$ cat src/rtl/keypad_scanner_if.sv
// Keypad scanner bus: matrix pins plus CPU read port.
// The scanner takes the slave side.
interface keypad_scanner_if;
  logic [3:0]  col_read;
  logic [3:0]  row_write;
  logic        readyclr;
  logic        a0;
  logic [15:0] dataout;
  logic        ready;

  modport master (
    output col_read,
    output readyclr,
    output a0,
    input  row_write,
    input  dataout,
    input  ready
  );

  modport slave (
    input  col_read,
    input  readyclr,
    input  a0,
    output row_write,
    output dataout,
    output ready
  );
endinterface

$ cat src/rtl/keypad_scanner.sv
// 4x4 matrix keypad scanner with debounce.
// Holds last key code and a ready flag for the CPU.
module keypad_scanner #(
  parameter int SCAN_DIV = 50000,
  parameter int DB_TICKS = 10
) (
  input logic           clk,
  input logic           rst_n,
  keypad_scanner_if.slave bus
);

  localparam int DW = (SCAN_DIV > 2) ? $clog2(SCAN_DIV) : 1;
  localparam logic [DW-1:0] DIV_TOP = DW'(SCAN_DIV - 1);
  localparam logic [3:0] DB = 4'(DB_TICKS);

  typedef enum logic [1:0] {
    SCAN,
    DEBOUNCE,
    HELD
  } state_t;

  state_t        state;
  logic [DW-1:0] div;
  logic [3:0]    col_s1;
  logic [3:0]    colq;
  logic [1:0]    r;
  logic [1:0]    c;
  logic [3:0]    cnt;
  logic [3:0]    keycode;
  logic          ready;

  logic       tick;
  logic       hit;
  logic       same;
  logic [1:0] col_now;
  logic [3:0] cnt_inc;

  function automatic logic [1:0] low_col(
    input logic [3:0] q
  );
    if (!q[0])      return 2'd0;
    else if (!q[1]) return 2'd1;
    else if (!q[2]) return 2'd2;
    else            return 2'd3;
  endfunction

  function automatic logic [3:0] key_map(
    input logic [1:0] rr,
    input logic [1:0] cc
  );
    logic [3:0] k;
    unique case ({rr, cc})
      4'h0: k = 4'h1;
      4'h1: k = 4'h2;
      4'h2: k = 4'h3;
      4'h3: k = 4'hA;
      4'h4: k = 4'h4;
      4'h5: k = 4'h5;
      4'h6: k = 4'h6;
      4'h7: k = 4'hB;
      4'h8: k = 4'h7;
      4'h9: k = 4'h8;
      4'hA: k = 4'h9;
      4'hB: k = 4'hC;
      4'hC: k = 4'hE;
      4'hD: k = 4'h0;
      4'hE: k = 4'hF;
      4'hF: k = 4'hD;
      default: k = 4'h0;
    endcase
    return k;
  endfunction

  assign tick    = (div == DIV_TOP);
  assign hit     = (colq != 4'hF);
  assign col_now = low_col(colq);
  assign same    = hit && (col_now == c);
  assign cnt_inc = cnt + 4'd1;

  assign bus.row_write = ~(4'b0001 << r);
  assign bus.ready     = ready;
  assign bus.dataout   = bus.a0 ? {15'b0, ready}
                                : {12'b0, keycode};

  // Free-running scan divider; wraps to produce the tick.
  always_ff @(posedge clk or negedge rst_n) begin
    if (!rst_n) div <= '0;
    else        div <= tick ? '0 : div + 1'b1;
  end

  // Two-flop column synchroniser, idle high.
  always_ff @(posedge clk or negedge rst_n) begin
    if (!rst_n) begin
      col_s1 <= 4'hF;
      colq   <= 4'hF;
    end else begin
      col_s1 <= bus.col_read;
      colq   <= col_s1;
    end
  end

  // Scan/debounce FSM; acceptance beats readyclr.
  always_ff @(posedge clk or negedge rst_n) begin
    if (!rst_n) begin
      state   <= SCAN;
      r       <= 2'd0;
      c       <= 2'd0;
      cnt     <= 4'd0;
      keycode <= 4'd0;
      ready   <= 1'b0;
    end else begin
      if (bus.readyclr) ready <= 1'b0;
      if (tick) begin
        unique case (state)
          SCAN: begin
            if (hit) begin
              c     <= col_now;
              cnt   <= 4'd1;
              state <= DEBOUNCE;
            end else begin
              r <= r + 2'd1;
            end
          end
          DEBOUNCE: begin
            if (same) begin
              if (cnt_inc >= DB) begin
                keycode <= key_map(r, c);
                ready   <= 1'b1;
                cnt     <= 4'd0;
                state   <= HELD;
              end else begin
                cnt <= cnt_inc;
              end
            end else begin
              cnt   <= 4'd0;
              state <= SCAN;
            end
          end
          HELD: begin
            if (hit) begin
              cnt <= 4'd0;
            end else if (cnt_inc >= DB) begin
              cnt   <= 4'd0;
              r     <= r + 2'd1;
              state <= SCAN;
            end else begin
              cnt <= cnt_inc;
            end
          end
          default: state <= SCAN;
        endcase
      end
    end
  end

endmodule

$ cat src/flat_wrapper.sv
// flat-port wrapper written by rule: the top's interface ports become plain ports
module keypad_scanner_flat 
#(
  parameter int SCAN_DIV = 50000,
  parameter int DB_TICKS = 10
)
  (clk, rst_n, bus_col_read, bus_readyclr, bus_a0, bus_row_write, bus_dataout, bus_ready);
  keypad_scanner_if bus_i ();
  input logic clk;
  input logic rst_n;
  input wire logic [$bits(bus_i.col_read)-1:0] bus_col_read;
  input wire logic [$bits(bus_i.readyclr)-1:0] bus_readyclr;
  input wire logic [$bits(bus_i.a0)-1:0] bus_a0;
  output wire logic [$bits(bus_i.row_write)-1:0] bus_row_write;
  output wire logic [$bits(bus_i.dataout)-1:0] bus_dataout;
  output wire logic [$bits(bus_i.ready)-1:0] bus_ready;
  assign bus_i.col_read = bus_col_read;
  assign bus_i.readyclr = bus_readyclr;
  assign bus_i.a0 = bus_a0;
  assign bus_row_write = bus_i.row_write;
  assign bus_dataout = bus_i.dataout;
  assign bus_ready = bus_i.ready;
  keypad_scanner #(.SCAN_DIV(SCAN_DIV), .DB_TICKS(DB_TICKS)) u_core (.clk(clk), .rst_n(rst_n), .bus(bus_i));
endmodule
$ cat config.mk
export PLATFORM = sky130hd
export DESIGN_NAME = keypad_scanner_flat
export DESIGN_NICKNAME = d
export VERILOG_FILES = /design/src/rtl/keypad_scanner_if.sv /design/src/rtl/keypad_scanner.sv /design/src/flat_wrapper.sv
export SDC_FILE = /design/constraint.sdc
export NUM_CORES = 1
export LEC_CHECK = 0
export BUFFER_PORTS_ARGS = -buffer_cell sky130_fd_sc_hd__buf_4
export CAP_MARGIN = 0
export CELL_PAD_IN_SITES_DETAIL_PLACEMENT = 2
export CELL_PAD_IN_SITES_GLOBAL_PLACEMENT = 2
export CORE_MARGIN = 4
export CORE_UTILIZATION = 38
export CTS_BUF_LIST = sky130_fd_sc_hd__clkbuf_2
export DETAILED_ROUTE_END_ITERATION = 12
export PLACE_DENSITY = 0.85
export SYNTH_ARGS = -nofsm -noshare
export SYNTH_HDL_FRONTEND = slang
export SYNTH_SLANG_ARGS = --single-unit
$ cat constraint.sdc
create_clock -name clk -period 2.62 [get_ports clk]
set_input_delay 0.524 -clock clk [delete_from_list [all_inputs] [get_ports clk]]
set_output_delay 0.524 -clock clk [all_outputs]
set_load 0.01 [all_outputs]
==> results.py, run 1 <==
metrics = {
    "outcome": {
        "outcome": "complete, no violations",
    },
    "yosys": {
        "ys_types": 47,
        "synth.ff_latch_count": 39,
        "postSynth.asyncResetShare": 1.00,
        "syn-mean-instance-area_um2": 10.4,
        "synth.yosys.warnings": 0,
        "portion_of_the_post_synthesis_area_used_by_sequential_elements": 0.450,
        "post_synth_instance_area_um2": 2190,
        "syn_inst": 211,
        "synth_top_flop_cell": "sky130_fd_sc_hd__dfrtp_1",
        "count_of_flip_flops_with_a_built_in_enable_after_synthesis": 0,
    },
    "global_route": {
        "first_pass_grt_wire_length_um": 8480,
        "grt_pass1_vias": 1763,
        "grt_start_max_net_pins": 40,
        "global_route.overflow_total": 0,
        "grt_antenna_before_repair": 0,
        "grt.total_usage": 0.148,
    },
    "clocking": {
        "postCtsResizedCells": 0,
        "post_cts_setup_driven_buffer_insertion_count": 0,
        "clkSinkCount": 39,
        "number_of_buffers_inserted_during_clock_tree_synthesis": 5,
        "clock_latency_ns": 0.40,
        "clock_tree_from_tritoncts": "yes",
        "holdBufCountCts": 0,
        "clk_transition_reported_paths_ns": 0.21,
        "clock_tree.buffer_depth": 2,
        "buffer_cell_driving_the_clock_tree_root": "sky130_fd_sc_hd__clkbuf_2",
        "cts.htree.levels": 2,
    },
    "run": {
        "maximum_capacitance_violations": 0,
    },
    "cells_and_area": {
        "post_layout_instance_count_excluding_filler_cells": 303,
        "final_area_um2": 2380,
        "filler_cell_count": 613,
        "antennaDiodeCount": 0,
        "synthToLayoutAreaGrowth_pct": 8.61,
        "finalNetCount": 252,
        "final_core_utilization": 0.430,
        "drive_above_1_share": 0.199,
    },
    "floorplan": {
        "boundaryPins": 29,
        "starting_density_of_the_core": 0.396,
        "fp.dieW_um": 84.0,
        "core_ar_um2": 5540,
        "floorplan.rows": 27,
        "floorplan.die_area_um2": 7050,
        "floorplan.die.height_um": 84.0,
    },
    "placed_design": {
        "place_congestion": 0.735,
        "dp.cells": 295,
        "placedInstanceArea_um2": 2340,
        "port_buffers": 16,
        "dp_hpwl_um": 3640,
    },
    "timing": {
        "slew-limit-headroom": 0.604,
        "hold_viol": 0,
        "fin_worst_skew_ns": 0.0209,
        "setup_viol": 0,
        "unrepaired_setup_endpoints_after_global_routing": "false",
        "fmax_mhz": 453,
        "worst_slew_pin_tran_ns": 0.593,
        "min_period_over_period": 0.842,
        "final_critical_period_ns": 2.21,
        "final_max_slew_viol_count": 0,
        "timing.setup.tns_ns": 0,
    },
    "power": {
        "maximum_vdd_drop_mv": 0.204,
        "p_per_area_nw_per_um2": 388,
        "finalPower_uw": 924,
        "static-leakage-power_nw": 1.09,
    },
    "worst_setup_path": {
        "crit_path_end_kind": "flip-flop",
        "worst-endpoint-required_ns": 2.92,
        "worst_ep_arrival_time_ns": 2.51,
        "cp-start-kind": "flip-flop",
        "cp_max_fo": 5,
        "criticalPathCategory": "reg2reg",
    },
    "route": {
        "routed_wl_um": 4700,
        "detail_route.wl_per_cell_um": 15.5,
        "post_drt_antenna_nets": 0,
        "via_count": 1567,
        "post_drt_via_cell_ratio": 5.17,
        "drt-initial-drc-count": 36,
        "drt_first_pass_iters": 4,
        "drc": 0,
    },
    "hold_path": {
        "hold_class": "in2async",
    },
}
-- cell usage after synthesis, types with 2 or more instances --
| cell | count | share of area |
|---|---|---|
| sky130_fd_sc_hd__nor3_1 | 2 | 0.0046 |
| sky130_fd_sc_hd__nor2b_1 | 4 | 0.011 |
| sky130_fd_sc_hd__mux2_2 | 8 | 0.041 |
| sky130_fd_sc_hd__xor2_1 | 9 | 0.036 |
| sky130_fd_sc_hd__xnor2_1 | 7 | 0.028 |
| sky130_fd_sc_hd__nor3b_1 | 3 | 0.010 |
| sky130_fd_sc_hd__and4_1 | 4 | 0.016 |
| sky130_fd_sc_hd__dfstp_2 | 8 | 0.096 |
| sky130_fd_sc_hd__a21oi_1 | 3 | 0.0068 |
| sky130_fd_sc_hd__ha_1 | 14 | 0.080 |
| sky130_fd_sc_hd__and3_1 | 6 | 0.017 |
| sky130_fd_sc_hd__nand2b_1 | 2 | 0.0057 |
| sky130_fd_sc_hd__nand2_1 | 16 | 0.027 |
| sky130_fd_sc_hd__nor2_1 | 15 | 0.026 |
| sky130_fd_sc_hd__buf_4 | 12 | 0.041 |
| sky130_fd_sc_hd__inv_1 | 15 | 0.026 |
| sky130_fd_sc_hd__a41oi_1 | 2 | 0.0080 |
| sky130_fd_sc_hd__nand3_1 | 10 | 0.023 |
| sky130_fd_sc_hd__dfrtp_1 | 31 | 0.35 |
| sky130_fd_sc_hd__o31ai_1 | 3 | 0.010 |
| sky130_fd_sc_hd__o21a_1 | 2 | 0.0068 |
| sky130_fd_sc_hd__clkbuf_1 | 3 | 0.0051 |
| sky130_fd_sc_hd__o21ai_0 | 6 | 0.014 |
| sky130_fd_sc_hd__nand4_1 | 3 | 0.0086 |
-- cells in the final DEF, fill, tap and decap left out, types with 2 or more instances in the layout --
cell and instances:
sky130_fd_sc_hd__dfrtp_1 31, sky130_fd_sc_hd__buf_4 17, sky130_fd_sc_hd__nand2_1 16, sky130_fd_sc_hd__inv_1 15
sky130_fd_sc_hd__nor2_1 15, sky130_fd_sc_hd__ha_1 14, sky130_fd_sc_hd__conb_1 12, sky130_fd_sc_hd__nand3_1 10
sky130_fd_sc_hd__xor2_1 9, sky130_fd_sc_hd__mux2_2 8, sky130_fd_sc_hd__dfstp_2 8, sky130_fd_sc_hd__xnor2_1 7
sky130_fd_sc_hd__and3_1 6, sky130_fd_sc_hd__o21ai_0 6, sky130_fd_sc_hd__clkbuf_2 6, sky130_fd_sc_hd__nor2b_1 4
sky130_fd_sc_hd__and4_1 4, sky130_fd_sc_hd__nand4_1 3, sky130_fd_sc_hd__a21oi_1 3, sky130_fd_sc_hd__nor3b_1 3
sky130_fd_sc_hd__o31ai_1 3, sky130_fd_sc_hd__nand2b_1 2, sky130_fd_sc_hd__o21a_1 2, sky130_fd_sc_hd__nor3_1 2
sky130_fd_sc_hd__a41oi_1 2
-- report_power, final --
part / total [mW] / switching, mW / internal (mW)
sequential: 0.619 / 0.00485 / 0.614
clock: 0.270 / 0.202 / 0.0680
combinational: 0.0348 / 0.0255 / 0.00935
-- layer usage --
layer,vias up,routed length [µm],track usage
met5,-,0,0
met4,0,75,0.0526
met3,7,164,0.0365
met2,24,2450,0.257
met1,794,2010,0.177
li1,742,-,-
-- metrics by stage --
stage	setup slack, ns	hold slack (ns)
finish	0.413	0.0362
global route	0.227	0.0181
CTS	0.441	0.0234
detailed placement	0.461	0.349
global placement	0.555	0.346
floorplan	0.771	0.228
-- registers in the layout, summed over array words and instances (netlist names) --
name,cells
u_core.div,16
u_core.cnt,4
u_core.col_s1,4
u_core.colq,4
u_core.keycode,4
u_core.c,2
u_core.r,2
u_core.state,2
u_core.bus.ready,1
-- final timing paths --
check,from,cells past startpoint,slack (ns),to
max in group asynchronous,rst_n,1,2.19,u_core.colq[0]$_DFF_PN1_
max,u_core.cnt[0]$_DFFE_PN0P_,6,0.41,u_core.keycode[1]$_DFFE_PN0P_
min reg2reg,u_core.col_s1[3]$_DFF_PN1_,0,0.37,u_core.colq[3]$_DFF_PN1_
max reg2reg,u_core.cnt[0]$_DFFE_PN0P_,6,0.41,u_core.keycode[1]$_DFFE_PN0P_
min in group clk,bus_col_read[1],1,0.20,u_core.col_s1[1]$_DFF_PN1_
min,rst_n,1,0.04,u_core.div[11]$_DFF_PN0_
-- worst max-delay path, stage by stage (launching register included) --
cell                      delay [ns]
sky130_fd_sc_hd__dfrtp_1        0.47
sky130_fd_sc_hd__ha_1           0.25
sky130_fd_sc_hd__xor2_1         0.15
sky130_fd_sc_hd__nor3b_1        0.50
sky130_fd_sc_hd__nor2_1         0.13
sky130_fd_sc_hd__nand3_1        0.25
sky130_fd_sc_hd__mux2_2         0.37
-- area by class of cell --
class                           instances  area (µm²)  area share
Multi-Input combinational cell        152        1080       0.453
Tap cell                               72        90.1      0.0378
Inverter                               15        56.3      0.0236
Clock inverter                          2        12.5     0.00525
Clock buffer                            6        30.0      0.0126
Timing Repair Buffer                   17         128      0.0536
Sequential cell                        39         986       0.414
-- cell families after synthesis --
group,share of synthesized area
xor+xnor,0.0639
flops,0.450
simple gates,0.176
mux,0.0411
other cells,0.00171
buf+inv,0.0770
compound gates,0.111
fa+ha+maj,0.0799
(Power assumes the default switching activity.)
==> run 2: changes to the inputs <==
--- a/config.mk
+++ b/config.mk
@@ -10,10 +10,10 @@
 export CELL_PAD_IN_SITES_DETAIL_PLACEMENT = 2
 export CELL_PAD_IN_SITES_GLOBAL_PLACEMENT = 2
 export CORE_MARGIN = 4
-export CORE_UTILIZATION = 38
+export CORE_UTILIZATION = 35
 export CTS_BUF_LIST = sky130_fd_sc_hd__clkbuf_2
 export DETAILED_ROUTE_END_ITERATION = 12
-export PLACE_DENSITY = 0.85
+export PLACE_DENSITY = 0.83
 export SYNTH_ARGS = -nofsm -noshare
 export SYNTH_HDL_FRONTEND = slang
 export SYNTH_SLANG_ARGS = --single-unit
==> constraint.sdc (replaced) <==
create_clock -name clk -period 1.9 [get_ports clk]
set_input_delay 0.38 -clock clk [delete_from_list [all_inputs] [get_ports clk]]
set_output_delay 0.38 -clock clk [all_outputs]
set_load 0.01 [all_outputs]
==> run 2 against run 1 <==
The flow now finishes with violations (setup timing); fmax increased by 7.5%; total power increased by 41%; critical path depth decreased by 1; combinational power increased by 78%; die area increased by 7.7%; register-to-register slack got worse by 0.57 ns; global-route usage increased by 0.55 points; sequential power increased by 38%; wire length increased by 40%; via count increased by 12%; clock power increased by 44%; sequential share of layout area decreased by 6.0 points; critical path type unchanged.
==> results.py, run 2 (synthesized netlist as in run 1, its figures left out) <==
metrics = {
    "worst_setup_path": {
        "r2r.worst_path.cells": 5,
        "r2r_setup_slack_ns": -0.15,
        "worst_ep_arrival_time_ns": 2.37,
        "r2r_startpoint": "u_core.div[14]$_DFF_PN0_",
        "cp-start-kind": "flip-flop",
        "worst-endpoint-required_ns": 2.22,
        "crit_path_end_kind": "flip-flop",
        "cp_max_fo": 6,
        "reg2reg_to": "u_core.cnt[0]$_DFFE_PN0P_",
        "criticalPathCategory": "reg2reg",
    },
    "cells_and_area": {
        "regMostFlops": "u_core.div",
        "final_common_cell": "sky130_fd_sc_hd__buf_4",
        "drive_above_1_share": 0.368,
        "synthToLayoutAreaGrowth_pct": 27.7,
        "finalNetCount": 287,
        "largest_register_ff_count": 16,
        "commonest_cells_after_routing_fill_and_taps_aside": "sky130_fd_sc_hd__buf_4, sky130_fd_sc_hd__dfrtp_1, sky130_fd_sc_hd__nand2_1, sky130_fd_sc_hd__nor2_1, sky130_fd_sc_hd__inv_1",
        "final_core_utilization": 0.468,
        "filler_cell_count": 624,
        "antennaDiodeCount": 0,
    },
    "floorplan": {
        "floorplan.rows": 28,
        "core_ar_um2": 5990,
        "starting_density_of_the_core": 0.366,
        "fp.dieW_um": 87.2,
        "boundaryPins": 29,
        "floorplan.die_area_um2": 7600,
        "floorplan.die.height_um": 87.2,
    },
    "route": {
        "drt-initial-drc-count": 55,
        "detail_route.wl_per_cell_um": 19.3,
        "wl_met1_um": 2790,
        "routed_wl_um": 6580,
        "length_of_routed_met2_wiring_um": 3460,
        "post_drt_antenna_nets": 0,
        "drc": 0,
        "via_count": 1753,
        "met3WireLength_um": 203,
        "top_signal_layer_used": "met4",
        "drt_first_pass_iters": 4,
        "post_drt_via_cell_ratio": 5.14,
    },
    "timing": {
        "fmax_mhz": 487,
        "final_max_slew_viol_count": 0,
        "setup_viol": 13,
        "slew-limit-headroom": 0.661,
        "hold_viol": 0,
        "unrepaired_setup_endpoints_after_global_routing": "true",
        "worst_slew_pin_tran_ns": 0.508,
        "final_critical_period_ns": 2.05,
        "final.setup.worst_slack_ns": -0.152,
        "fin_worst_skew_ns": 0.0137,
        "timing.setup.tns_ns": -0.965,
        "finalHoldWorstSlack_ns": 0.0451,
        "min_period_over_period": 1.08,
    },
    "global_route": {
        "grt_pass1_vias": 1841,
        "grt.total_usage": 0.154,
        "first_pass_grt_wire_length_um": 8990,
        "grt_start_max_net_pins": 40,
        "global_route.overflow_total": 0,
        "grt_antenna_before_repair": 0,
    },
    "hold_path": {
        "hold_depth": 1,
        "hold_class": "in2reg",
        "hold_path_startpoint": "bus_col_read[0]",
        "worst_hold_path.endpoint": "u_core.col_s1[0]$_DFF_PN1_",
    },
    "clocking": {
        "clock_tree.buffer_depth": 2,
        "number_of_buffers_inserted_during_clock_tree_synthesis": 5,
        "clk_transition_reported_paths_ns": 0.22,
        "clkSinkCount": 39,
        "buffer_cell_driving_the_clock_tree_root": "sky130_fd_sc_hd__clkbuf_2",
        "clock_latency_ns": 0.41,
        "cts.htree.levels": 2,
        "clock_tree_from_tritoncts": "yes",
    },
    "power": {
        "finalPower_mw": 1.30,
        "maximum_vdd_drop_mv": 0.334,
        "p_per_area_nw_per_um2": 466,
        "static-leakage-power_nw": 1.27,
    },
    "placed_design": {
        "place_congestion": 0.786,
        "port_buffers": 16,
        "dp_hpwl_um": 4000,
    },
    "outcome": {
        "outcome": "finished with violations",
        "failed_checks": "setup timing",
    },
    "run": {
        "maximum_capacitance_violations": 0,
    },
}
==> run 2: worst max-delay path: stages (launching register included) <==
cell and delay (ns):
sky130_fd_sc_hd__dfrtp_1 0.45, sky130_fd_sc_hd__nor4bb_1 0.45, sky130_fd_sc_hd__and4_4 0.39, sky130_fd_sc_hd__o211a_1 0.28
sky130_fd_sc_hd__o311ai_0 0.19, sky130_fd_sc_hd__o21a_1 0.19
==> run 2: routing by layer <==
metal,global-route usage,vias up
li1,-,815
met1,0.189,890
met2,0.264,37
met3,0.0227,11
met4,0.0697,0
met5,0,-
==> run 2: repair_timing <==
action                                  in CTS  in global routing
pin swaps                                    1                  8
hold endpoints to repair                    34                  0
gates resized for setup                      5                 26
hold buffers                                 4                  0
buffers inserted                             3                 11
endpoints found under the setup margin      11                 16
==> run 2: worst max path at each step <==
stage | start | to | cells after the start
6_report | u_core.div[14]$_DFF_PN0_ | u_core.cnt[0]$_DFFE_PN0P_ | 5
5_1_grt | u_core.cnt[0]$_DFFE_PN0P_ | u_core.keycode[2]$_DFFE_PN0P_ | 6
3_5_place_dp | u_core.cnt[0]$_DFFE_PN0P_ | u_core.r[1]$_DFFE_PN0P_ | 7
2_1_floorplan | u_core.cnt[0]$_DFFE_PN0P_ | u_core.keycode[0]$_DFFE_PN0P_ | 6
4_1_cts | u_core.cnt[1]$_DFFE_PN0P_ | u_core.r[1]$_DFFE_PN0P_ | 7
3_3_place_gp | u_core.cnt[0]$_DFFE_PN0P_ | u_core.r[1]$_DFFE_PN0P_ | 7
==> run 2: stage by stage <==
step,cells,instance area [µm²],setup slack [ns]
floorplan,222,2230,0.0513
global placement,316,2480,0.00961
detailed placement,316,2480,-0.0858
CTS,331,2610,-0.0529
global route,341,2800,-0.126
finish,341,2800,-0.152
==> run 2: final cells by class <==
type / instances / area [µm²] / share of cell area
clock inverter: 3 / 20.0 / 0.00715
clock buffer: 5 / 25.0 / 0.00893
sequential: 39 / 991 / 0.354
tap: 75 / 93.8 / 0.0335
inverter: 15 / 56.3 / 0.0201
timing repair buffer: 52 / 404 / 0.144
multi-input combinational: 152 / 1210 / 0.432
==> run 2: where the power goes <==
part,switching [mW],leakage [nW],internal (mW)
Clock,0.302,0.0266,0.0884
Sequential,0.00517,0.496,0.847
Combinational,0.0410,0.743,0.0208
==> run 3: changes to the inputs <==
--- a/config.mk
+++ b/config.mk
@@ -5,15 +5,16 @@
 export SDC_FILE = /design/constraint.sdc
 export NUM_CORES = 1
 export LEC_CHECK = 0
+export ABC_AREA = 1
 export BUFFER_PORTS_ARGS = -buffer_cell sky130_fd_sc_hd__buf_4
 export CAP_MARGIN = 0
 export CELL_PAD_IN_SITES_DETAIL_PLACEMENT = 2
 export CELL_PAD_IN_SITES_GLOBAL_PLACEMENT = 2
 export CORE_MARGIN = 4
-export CORE_UTILIZATION = 35
+export CORE_UTILIZATION = 32
 export CTS_BUF_LIST = sky130_fd_sc_hd__clkbuf_2
 export DETAILED_ROUTE_END_ITERATION = 12
-export PLACE_DENSITY = 0.83
+export PLACE_DENSITY = 0.82
 export SYNTH_ARGS = -nofsm -noshare
 export SYNTH_HDL_FRONTEND = slang
 export SYNTH_SLANG_ARGS = --single-unit
==> run 3 against run 2 <==
The run now ends clean; die area grew 16%; worst setup slack improved by 0.25 ns; hold slack improved by 0.0038 ns; critical path type is now reg2out; largest cell class unchanged; largest power group unchanged.
==> results.py, run 3 <==
metrics = {
    "floorplan": {
        "floorplan.die_area_um2": 8800,
        "floorplan.rows": 31,
        "boundaryPins": 29,
        "fp.dieW_um": 93.8,
        "core_ar_um2": 7210,
        "floorplan.die.height_um": 93.8,
        "starting_density_of_the_core": 0.327,
    },
    "route": {
        "via_count": 1993,
        "drc": 0,
        "wl_met1_um": 2890,
        "top_signal_layer_used": "met4",
        "post_drt_antenna_nets": 0,
        "met3WireLength_um": 161,
        "drt_first_pass_iters": 4,
        "detail_route.wl_per_cell_um": 14.3,
        "drt-initial-drc-count": 99,
        "routed_wl_um": 6140,
        "post_drt_via_cell_ratio": 4.63,
        "length_of_routed_met2_wiring_um": 3030,
    },
    "hold_path": {
        "hold_path_startpoint": "bus_col_read[3]",
        "hold_class": "in2reg",
        "hold_depth": 1,
        "worst_hold_path.endpoint": "u_core.col_s1[3]$_DFF_PN1_",
    },
    "power": {
        "p_per_area_nw_per_um2": 490,
        "maximum_vdd_drop_mv": 0.251,
        "finalPower_mw": 1.32,
        "static-leakage-power_nw": 1.38,
    },
    "placed_design": {
        "dp_hpwl_um": 4830,
        "dp.cells": 413,
        "port_buffers": 16,
        "place_congestion": 0.791,
        "detailedPlace.worstSlack_ns": 0.132,
    },
    "yosys": {
        "post_synth_instance_area_um2": 2360,
        "netlist.area_leader.share": 0.329,
        "postSynth.asyncResetShare": 1.00,
        "synth.cells.most_frequent": "sky130_fd_sc_hd__nand2_1, sky130_fd_sc_hd__inv_1, sky130_fd_sc_hd__dfrtp_1, sky130_fd_sc_hd__nor2_1, sky130_fd_sc_hd__nand3_1",
        "synth_top_flop_cell": "sky130_fd_sc_hd__dfrtp_1",
        "synthDominantAreaCellType": "sky130_fd_sc_hd__dfrtp_1",
        "ys_types": 29,
        "syn_inst": 297,
        "synth.yosys.warnings": 0,
        "syn-mean-instance-area_um2": 7.93,
        "portion_of_the_post_synthesis_area_used_by_sequential_elements": 0.418,
        "synth_top_cells_by_area": "sky130_fd_sc_hd__dfrtp_1, sky130_fd_sc_hd__nand2_1, sky130_fd_sc_hd__dfstp_2, sky130_fd_sc_hd__inv_1, sky130_fd_sc_hd__ha_1",
        "synth.ff_latch_count": 39,
        "post-synth-top-count-cell": "sky130_fd_sc_hd__nand2_1",
        "count_of_flip_flops_with_a_built_in_enable_after_synthesis": 0,
    },
    "cells_and_area": {
        "largest_register_ff_count": 16,
        "final_common_cell": "sky130_fd_sc_hd__nand2_1",
        "antennaDiodeCount": 0,
        "commonest_cells_after_routing_fill_and_taps_aside": "sky130_fd_sc_hd__nand2_1, sky130_fd_sc_hd__inv_1, sky130_fd_sc_hd__nor2_1, sky130_fd_sc_hd__dfrtp_1, sky130_fd_sc_hd__buf_4",
        "synthToLayoutAreaGrowth_pct": 14.5,
        "filler_cell_count": 892,
        "post_layout_instance_count_excluding_filler_cells": 430,
        "drive_above_1_share": 0.181,
        "regMostFlops": "u_core.div",
        "finalNetCount": 352,
    },
    "global_route": {
        "grt_antenna_before_repair": 0,
        "grt.total_usage": 0.146,
        "grt_pass1_vias": 2077,
        "global_route.overflow_total": 0,
        "first_pass_grt_wire_length_um": 9980,
        "grt_start_max_net_pins": 40,
    },
    "timing": {
        "fin_worst_skew_ns": 0.0117,
        "final_max_slew_viol_count": 0,
        "slew-limit-headroom": 0.664,
        "final.setup.worst_slack_ns": 0.102,
        "hold_viol": 0,
        "worst_slew_pin_tran_ns": 0.504,
        "min_period_over_period": 0.946,
        "final_critical_period_ns": 1.80,
        "setup_viol": 0,
        "fmax_mhz": 556,
    },
    "worst_setup_path": {
        "reg2reg_to": "u_core.keycode[3]$_DFFE_PN0P_",
        "crit_buf_inv": 3,
        "critical_path_depth": 4,
        "worst_ep_arrival_time_ns": 1.42,
        "crit_slowest_cell": "sky130_fd_sc_hd__dfrtp_2",
        "r2r.worst_path.cells": 7,
        "r2r_startpoint": "u_core.c[1]$_DFFE_PN0P_",
        "criticalPathCategory": "reg2out",
        "path_cells": "inv_2 -> ha_1 -> inv_1 -> buf_4",
        "crit_path_end_kind": "output port",
        "cpPeakStageDelay_ns": 0.52,
        "r2r_setup_slack_ns": 0.18,
        "worst-endpoint-required_ns": 1.52,
        "critical_path.startpoint": "u_core.r[0]$_DFFE_PN0P_",
        "cp-start-kind": "flip-flop",
        "cp_max_fo": 8,
        "critPathTopFamily": "flip-flops",
    },
    "clocking": {
        "buffer_cell_driving_the_clock_tree_root": "sky130_fd_sc_hd__clkbuf_2",
        "cts.htree.levels": 2,
        "clk_transition_reported_paths_ns": 0.23,
        "number_of_buffers_inserted_during_clock_tree_synthesis": 5,
        "clock_tree_from_tritoncts": "yes",
        "clkSinkCount": 39,
        "clock_latency_ns": 0.42,
        "clock_tree.buffer_depth": 2,
    },
    "outcome": {
        "outcome": "complete, no violations",
    },
    "run": {
        "maximum_capacitance_violations": 0,
    },
}
## run 3: changes by cell type after synthesis, moves of 6 or more
cell and change:
sky130_fd_sc_hd__nand3_1 +9, sky130_fd_sc_hd__xnor2_1 -6, sky130_fd_sc_hd__nor2_1 +16, sky130_fd_sc_hd__mux2_2 -8
sky130_fd_sc_hd__nand2_1 +43, sky130_fd_sc_hd__inv_1 +36, sky130_fd_sc_hd__and3_1 -6, sky130_fd_sc_hd__a21oi_1 +7
sky130_fd_sc_hd__o21ai_0 +9
## run 3: timing repair
action | CTS | global route
hold endpoints to repair | 31 | 3
gates resized for setup | 2 | 4
setup buffers | 0 | 5
hold buffers | 1 | 3
endpoints found under the setup margin | 2 | 7
## run 3: logic make-up after synthesis
group,Yosys count,share of synthesized area
AOI/OAI and AO/OA,35,0.0802
DFF,39,0.418
and+or+nand+nor,135,0.272
adders and majority gates,14,0.0744
buffers and inverters,65,0.124
xor gates and xnor gates,8,0.0297
other,1,0.00159
## run 3: per-stage QoR
step,hold slack [ns],setup TNS [ns],area [µm²],utilization
after floorplan,0.0844,0,2400,-
after global placement,0.347,0,2570,0.356
after detailed placement,0.348,0,2570,0.356
after CTS,0.0146,0,2630,0.364
after global routing,0.0126,-0.00225,2700,0.374
final,0.0489,0,2700,0.374
## run 3: routing by layer
layer  global-route usage  up-vias
met5                    0        -
met4               0.0457        0
met3               0.0329        4
met2                0.244       20
met1                0.186      992
li1                     -      977
## run 3: worst max path at each step
stage | to | slack, ns
floorplan | u_core.state[0]$_DFFE_PN0P_ | 0.42
finish | bus_row_write[2] | 0.10
detailed placement | u_core.keycode[3]$_DFFE_PN0P_ | 0.13
global route | bus_row_write[0] | -0.002
CTS | bus_row_write[1] | 0.01
global placement | u_core.keycode[3]$_DFFE_PN0P_ | 0.22
## run 3: report_power, final
part | internal (mW) | leakage (nW) | switching (mW) | total [mW]
Sequential | 0.847 | 0.498 | 0.00618 | 0.854
Combinational | 0.0217 | 0.862 | 0.0465 | 0.0682
Clock | 0.0870 | 0.0250 | 0.314 | 0.401
## run 3: worst register-to-register path, stage by stage (launching register included)
cell	delay (ns)
sky130_fd_sc_hd__dfrtp_1	0.52
sky130_fd_sc_hd__inv_1	0.18
sky130_fd_sc_hd__nand2_1	0.08
sky130_fd_sc_hd__nand2_1	0.12
sky130_fd_sc_hd__nand3_2	0.10
sky130_fd_sc_hd__nor2_1	0.26
sky130_fd_sc_hd__nand3_2	0.18
sky130_fd_sc_hd__o21ai_0	0.20
## run 3: final cells by class
class | count | area [µm²] | area share
Clock buffer | 5 | 25.0 | 0.00928
Sequential cell | 39 | 990 | 0.367
Clock inverter | 3 | 20.0 | 0.00742
Timing Repair Buffer | 28 | 220 | 0.0816
Tap cell | 99 | 124 | 0.0459
Multi-Input combinational cell | 204 | 1120 | 0.416
Inverter | 52 | 196 | 0.0728
